$ cat src/rtl/popcount_stream_if.sv
// Word-in / count-out handshake bundle for popcount_stream.
// The block under count is the slave; the source/consumer side is the master.
interface popcount_stream_if #(
  parameter int unsigned WIDTH = 32
) ();
  localparam int unsigned CW = $clog2(WIDTH + 1);

  logic             in_valid;
  logic             in_ready;
  logic [WIDTH-1:0] in_data;
  logic             in_mode;
  logic             out_valid;
  logic             out_ready;
  logic [CW-1:0]    out_count;
  logic             out_parity;

  modport slave (
    input  in_valid, in_data, in_mode, out_ready,
    output in_ready, out_valid, out_count, out_parity
  );

  modport master (
    output in_valid, in_data, in_mode, out_ready,
    input  in_ready, out_valid, out_count, out_parity
  );
endinterface

$ cat src/rtl/popcount_stream.sv
// Multi-cycle population counter: takes one WIDTH-bit word, counts ones (or zeros)
// CHUNK bits per cycle and holds the result until the consumer accepts it.
module popcount_stream #(
  parameter int unsigned WIDTH = 32,
  parameter int unsigned CHUNK = 8
) (
  input  logic              clk,
  input  logic              rst_n,
  popcount_stream_if.slave  bus,
  output logic              busy
);
  localparam int unsigned NCH = WIDTH / CHUNK;
  localparam int unsigned CW  = $clog2(WIDTH + 1);
  localparam int unsigned PW  = $clog2(CHUNK + 1);
  localparam int unsigned IW  = (NCH > 1) ? $clog2(NCH) : 1;

  typedef enum logic [1:0] {StIdle, StCount, StDone} state_e;

  state_e           state_q, state_d;
  logic [WIDTH-1:0] shreg_q, shreg_d;
  logic [CW-1:0]    acc_q, acc_d;
  logic [IW-1:0]    idx_q, idx_d;
  logic [CW-1:0]    count_q, count_d;
  logic             init_q;
  logic [PW-1:0]    chunk_pc;
  logic [CW-1:0]    sum;

  always_comb begin
    chunk_pc = '0;
    for (int unsigned i = 0; i < CHUNK; i++) begin
      chunk_pc = chunk_pc + PW'(shreg_q[i]);
    end
  end

  assign sum = acc_q + CW'(chunk_pc);

  // in_ready stays low until the first clock edge after reset is released.
  assign bus.in_ready   = (state_q == StIdle) && init_q;
  assign bus.out_valid  = (state_q == StDone);
  assign bus.out_count  = count_q;
  assign bus.out_parity = count_q[0];
  assign busy           = (state_q != StIdle);

  always_comb begin
    state_d = state_q;
    shreg_d = shreg_q;
    acc_d   = acc_q;
    idx_d   = idx_q;
    count_d = count_q;
    case (state_q)
      StIdle: begin
        if (bus.in_valid && bus.in_ready) begin
          // Counting zeros is counting ones of the inverted word.
          shreg_d = bus.in_mode ? ~bus.in_data : bus.in_data;
          acc_d   = '0;
          idx_d   = '0;
          state_d = StCount;
        end
      end
      StCount: begin
        acc_d   = sum;
        shreg_d = shreg_q >> CHUNK;
        idx_d   = idx_q + IW'(1);
        if (idx_q == IW'(NCH - 1)) begin
          count_d = sum;
          state_d = StDone;
        end
      end
      StDone: begin
        if (bus.out_ready) begin
          state_d = StIdle;
        end
      end
      default: state_d = StIdle;
    endcase
  end

  always_ff @(posedge clk or negedge rst_n) begin
    if (!rst_n) begin
      state_q <= StIdle;
      shreg_q <= '0;
      acc_q   <= '0;
      idx_q   <= '0;
      count_q <= '0;
      init_q  <= 1'b0;
    end else begin
      state_q <= state_d;
      shreg_q <= shreg_d;
      acc_q   <= acc_d;
      idx_q   <= idx_d;
      count_q <= count_d;
      init_q  <= 1'b1;
    end
  end
endmodule
$ cat src/flat_wrapper.sv
// flat-port wrapper written by rule: the top's interface ports become plain ports
module popcount_stream_flat 
#(
  parameter int unsigned WIDTH = 32,
  parameter int unsigned CHUNK = 8
)
  (clk, rst_n, busy, bus_in_valid, bus_in_data, bus_in_mode, bus_out_ready, bus_in_ready, bus_out_valid, bus_out_count, bus_out_parity);
  popcount_stream_if #(.WIDTH(WIDTH)) bus_i ();
  input  logic clk;
  input  logic rst_n;
  output logic busy;
  input wire logic [$bits(bus_i.in_valid)-1:0] bus_in_valid;
  input wire logic [$bits(bus_i.in_data)-1:0] bus_in_data;
  input wire logic [$bits(bus_i.in_mode)-1:0] bus_in_mode;
  input wire logic [$bits(bus_i.out_ready)-1:0] bus_out_ready;
  output wire logic [$bits(bus_i.in_ready)-1:0] bus_in_ready;
  output wire logic [$bits(bus_i.out_valid)-1:0] bus_out_valid;
  output wire logic [$bits(bus_i.out_count)-1:0] bus_out_count;
  output wire logic [$bits(bus_i.out_parity)-1:0] bus_out_parity;
  assign bus_i.in_valid = bus_in_valid;
  assign bus_i.in_data = bus_in_data;
  assign bus_i.in_mode = bus_in_mode;
  assign bus_i.out_ready = bus_out_ready;
  assign bus_in_ready = bus_i.in_ready;
  assign bus_out_valid = bus_i.out_valid;
  assign bus_out_count = bus_i.out_count;
  assign bus_out_parity = bus_i.out_parity;
  popcount_stream #(.WIDTH(WIDTH), .CHUNK(CHUNK)) u_core (.clk(clk), .rst_n(rst_n), .bus(bus_i), .busy(busy));
endmodule
$ cat config.mk
export PLATFORM = sky130hd
export DESIGN_NAME = popcount_stream_flat
export DESIGN_NICKNAME = d
export VERILOG_FILES = /design/src/rtl/popcount_stream_if.sv /design/src/rtl/popcount_stream.sv /design/src/flat_wrapper.sv
export SDC_FILE = /design/constraint.sdc
export NUM_CORES = 1
export LEC_CHECK = 0
export ABC_AREA = 1
export CORE_MARGIN = 1.5
export CORE_UTILIZATION = 48
export DETAILED_ROUTE_END_ITERATION = 10
export PLACE_DENSITY = 0.76
export SLEW_MARGIN = 20
export SYNTH_ARGS = -nofsm -noshare
export SYNTH_HDL_FRONTEND = slang
export SYNTH_SLANG_ARGS = --single-unit
$ cat constraint.sdc
create_clock -name clk -period 3.1 [get_ports clk]
set_input_delay 0.465 -clock clk [delete_from_list [all_inputs] [get_ports clk]]
set_output_delay 0.465 -clock clk [all_outputs]
set_load 0.005 [all_outputs]
# Word level (Yosys, flattened, before mapping)
# Index checks and enable logic that the tools add are counted.
dict set report totals {
  register_bits 49
  in_bits 37
  output_inout_bits 10
  wordCells 41
}
dict set report classes {
  addsub 9
  eq_ne 6
  muxes 11
  bitwise 1
  n_reduce_logical 8
}
# cell count
set op_table {}
lappend op_table {{32-bit two-way mux} 2}
lappend op_table {{32-bit one-hot mux with 2 select lines} 1}
lappend op_table {{32-bit NOT} 1}
lappend op_table {{4-bit by 1-bit adder with 4-bit output} 6}
lappend op_table {{6-bit one-hot mux with 2 select lines} 1}
lappend op_table {{2-bit two-way mux} 4}
lappend op_table {{6-bit by 4-bit adder with 6-bit output} 1}
lappend op_table {{6-bit two-way mux} 1}
lappend op_table {{2-bit one-hot mux with 3 select lines} 1}
lappend op_table {{2-bit equality test, second input constant} 2}
lappend op_table {{2-bit != test, second input constant} 2}
lappend op_table {{2-bit one-hot mux with 2 select lines} 1}
lappend op_table {{2-bit AND reduction} 2}
lappend op_table {{2-bit nonzero test} 2}
lappend op_table {{3-bit AND reduction} 1}
lappend op_table {{1-bit by 1-bit adder with 2-bit output} 1}
lappend op_table {{2-bit by 1-bit adder with 2-bit output, second input constant} 1}
lappend op_table {{2-bit by 1-bit equality test with 1-bit output, second input constant} 1}
lappend op_table {{1-bit logical AND} 2}
lappend op_table {{2-bit zero test} 1}
lappend op_table {{2-bit by 1-bit != test with 1-bit output, second input constant} 1}

# Longest topological paths before layout
dict set report depth {
  depth_word 9
  mapped_depth 16
  depth_no_buf 16
}

# Worst setup path before layout
# OpenSTA, ideal clock, no wires.
dict set report synth_path {
  kind {register -> register}
  startpoint {reg u_core.shreg_q[0]}
  endpoint {reg u_core.acc_q[4]}
  setup_ps 117
  arrival_time_ps 3309
  required_ps 2983
  path_slack_ps -326
  path_stages_with_launch 14
  path_buffers 0
  period_less_slack_ps 3426
  cell_sequence {dfrtp_1 > ha_1 > inv_1 > fa_1 > fa_1 > fa_1 > fa_1 > inv_1 > fa_1 > nand3_1 > nand2_1 > xor2_1 > nand2_1 > nand2_1}
}
dict set report synth_via {
  elab_chain_len 9
}
# item line_no
set synth_rtl {}
lappend synth_rtl {{start: declaration} popcount_stream.sv:20} ;# logic [WIDTH-1:0] shreg_q, shreg_d;
lappend synth_rtl {{start signal: assignment} popcount_stream.sv:88} ;# shreg_q <= shreg_d;
lappend synth_rtl {{1-bit by 1-bit adder with 2-bit output} popcount_stream.sv:31} ;# chunk_pc = chunk_pc + PW'(shreg_q[i]);
lappend synth_rtl {{4-bit by 1-bit adder with 4-bit output (6 in a row)} popcount_stream.sv:31}
lappend synth_rtl {{6-bit by 4-bit adder with 6-bit output} popcount_stream.sv:35} ;# assign sum = acc_q + CW'(chunk_pc);
lappend synth_rtl {{6-bit one-hot mux with 2 select lines} popcount_stream.sv:50} ;# case (state_q)
lappend synth_rtl {{end signal: assignment} popcount_stream.sv:82} ;# acc_q <= '0;
lappend synth_rtl {{end signal: assignment} popcount_stream.sv:89} ;# acc_q <= acc_d;
lappend synth_rtl {{end: declaration} popcount_stream.sv:21} ;# logic [CW-1:0] acc_q, acc_d;
# No other way between the ends.
# A chain may end at the register's enable or synchronous reset.

# Worst setup path after layout
dict set report layout_path {
  startpoint {reg u_core.shreg_q[1]}
  endpoint {reg u_core.acc_q[4]}
}
# Same word-level chain as after synthesis.

==> metrics.txt <==
outcome finished, violations left; violated checks setup timing; Layout Utilization 0.612; DR vias/cell ~4.9; Layout Nets ~440; top-count cell post-synth nand2_1; CTS tree done; Num CTS Buffers 5; Hold/Removal Path Class in2async; Mapped Nets approximately 400; Crit path required time 3.30 ns; switch share 0.450; r2r setup slk -0.38 ns; Commonest cells post-synth nand2_1, dfrtp_1, nand3_1, xnor2_1, nor2_1; DR WL/cell between 10 and 15 um; Pwr Total between 3 and 4 mW; Antenna Cells 0; R2R Path End u_core.acc_q[4]; Comb pwr share 0.594; first-pass GRT wire length roughly 10000 um; Slew Limit Fails 0; CTS H-tree depth 2; final worst clock skew about 0.0067 ns; initial antenna violation count 0; Pwr Density just over 1000 nW/um^2; global placer's final weighted congestion between 0.8 and 0.9; post-detail-place hpwl roughly 3900 um; port buffer count 46; Yosys top cell by area dfrtp_1; RR Startpoint u_core.shreg_q[1]; Max Fanout on Critical Path 3; core outline area about 5600 um^2; setup_tns -3.31 ns; Clk pwr share 0.106; Rows 27; drt pass-1 iters 4; Final period util 1.12; top_reg_cell synth dfrtp_1; Initial DRC Count 124; root buffer cell clkbuf_8; post-route ant nets 0; final worst path period need around 3.5 ns; synthesized cell area 2810 um^2; number of I/O pins between 40 and 50; max cap viols 0; Area contributors post-synth dfrtp_1, nand2_1, xnor2_1; Max Clock Freq around 290 MHz; RSZ-0062 raised after global routing yes; total track usage 0.195; CP startpoint kind flip-flop; Synthesis Warnings 0; CP Class reg2reg; syn avg cell area between 8 and 9 um^2; register area share after synthesis 0.437; asr flop ratio synth 1.00; Synth top area share 0.437; DR DRC count 0; Sequential Power Share 0.300; area delta synth->final 21.5%; # hold bufs at CTS 0; Max clock buf depth 2; worst-skew pair later-pin latency around 0.30 ns; NetSw approximately 1.6 mW; vias in the first global route approximately 2300; Int Pwr approximately 1.9 mW; WL final 5690 um; Worst R2R Path Depth 13; die height 79.5 um; Clock transition at path regs ~0.090 ns; setup ws final -0.384 ns; die area roughly 6300 um^2; relative slew slack 0.429; dpl cell area between 3000 and 4000 um^2; Worst Setup SP u_core.shreg_q[1]; P_leak 1.63 nW; maximum vdd drop slightly above 0.8 mV; largest net degree at the start of global routing 52; # setup viols final 10; CTS Sinks 49; final-report hold violation count 0; grt ovf 0; number of synthesized flops with an enable pin 0; starting density of the core 0.504; Final Cell Area approximately 3400 um^2; Synth cell types 23; layout cells sized above 1 0.103; Mapped Cells about 350; slew at the pin closest to its max-slew limit between 0.8 and 0.9 ns; CP Capture Type flip-flop; Synth Register Bits between 40 and 50; Die Width about 80 um; total number of vias roughly 2300; Worst EP arrival about 3.7 ns
[worst max-delay path by stage]
| stage | depth (start not counted) | to | slack, ns |
|---|---|---|---|
| after detailed placement | 13 | u_core.acc_q[4] | -0.35 |
| final | 13 | u_core.acc_q[4] | -0.38 |
| after global placement | 13 | u_core.acc_q[4] | -0.28 |
| after global routing | 12 | u_core.bus.out_count[2] | -0.51 |
| after floorplan | 13 | u_core.acc_q[4] | -0.22 |
| after CTS | 14 | u_core.bus.out_count[3] | -0.35 |
[sequential cells by signal (all words and copies together) (netlist names)]
| signal | flops |
|---|---|
| u_core.shreg_q | 32 |
| u_core.acc_q | 6 |
| u_core.bus.out_count | 6 |
| u_core.idx_q | 2 |
| u_core.state_q | 2 |
| u_core.init_q | 1 |
[worst max-delay path, stage by stage, from the launching register on]
cell and delay [ns]:
dfrtp_1 0.39, ha_1 0.28, inv_1 0.04, fa_1 0.49
fa_1 0.43, fa_2 0.36, fa_2 0.53, inv_2 0.05
fa_2 0.39, nand3_2 0.10, nand2_2 0.06, xor2_2 0.15
nand2_1 0.07, nand2_1 0.05
[metrics by stage]
step | setup WS (ns) | std cells | hold slack [ns]
finish | -0.384 | 460 | 0.179
global route | -0.505 | 460 | 0.227
CTS | -0.354 | 459 | 0.405
detailed placement | -0.347 | 450 | 0.466
global placement | -0.276 | 450 | 0.458
floorplan | -0.220 | 347 | 0.169
[placed cells by master (no fill, tap or decap), drive strengths merged]
cell and instances:
clkdlybuf4s50 44, clkbuf 5, conb 1, xnor2 27, o21ai 14, buf 6
fa 5, o31ai 1, a21oi 6, nand3 34, dfrtp 49, inv 24
nand2 129, ha 8, clkinv 2, clkinvlp 1, nor2 27, xor2 5
[timing repair]
item / in CTS / in global routing
cloned: 0 / 0
buffers inserted: 1 / 1
endpoints found under the setup margin: 10 / 10
pin swaps: 1 / 4
gates resized for setup: 2 / 11
endpoints found under the hold margin: 0 / 0
[power by group through the flow]
stage	registers, mW	clock network, mW	logic [mW]
2_1_floorplan	1.04	0	1.39
3_3_place_gp	1.06	0	1.77
3_5_place_dp	1.07	0	1.84
4_1_cts	1.06	0.380	1.91
5_1_grt	1.09	0.401	2.34
6_report	1.06	0.372	2.09
[per-layer routing]
metal,vias to the layer above,wire length [um],track usage
li1,1149,-,-
met1,1077,2570,0.245
met2,40,2910,0.342
met3,5,163,0.0377
met4,0,52,0.0509
met5,-,0,0
[cells by family (layout without fill, tap and decap cells)]
logic type,count (synthesis),after routing,share of synthesized area
and+or+nand+nor,190,190,0.283
DFF,49,49,0.437
buffers and inverters,41,82,0.0695
xor gates and xnor gates,32,32,0.0998
AOI/OAI and AO/OA,21,21,0.0383
adders and majority gates,13,13,0.0713
other,1,1,0.00134
[area by class of cell]
type,instances,area [um^2]
timing repair buffer,50,483
clock inverter,3,17.5
clock buffer,5,68.8
inverter,24,90.1
sequential,49,1230
multi-input combinational,257,1440
tap,72,90.1
fill,492,2160
No activity file was read; power rests on OpenSTA's default activity.
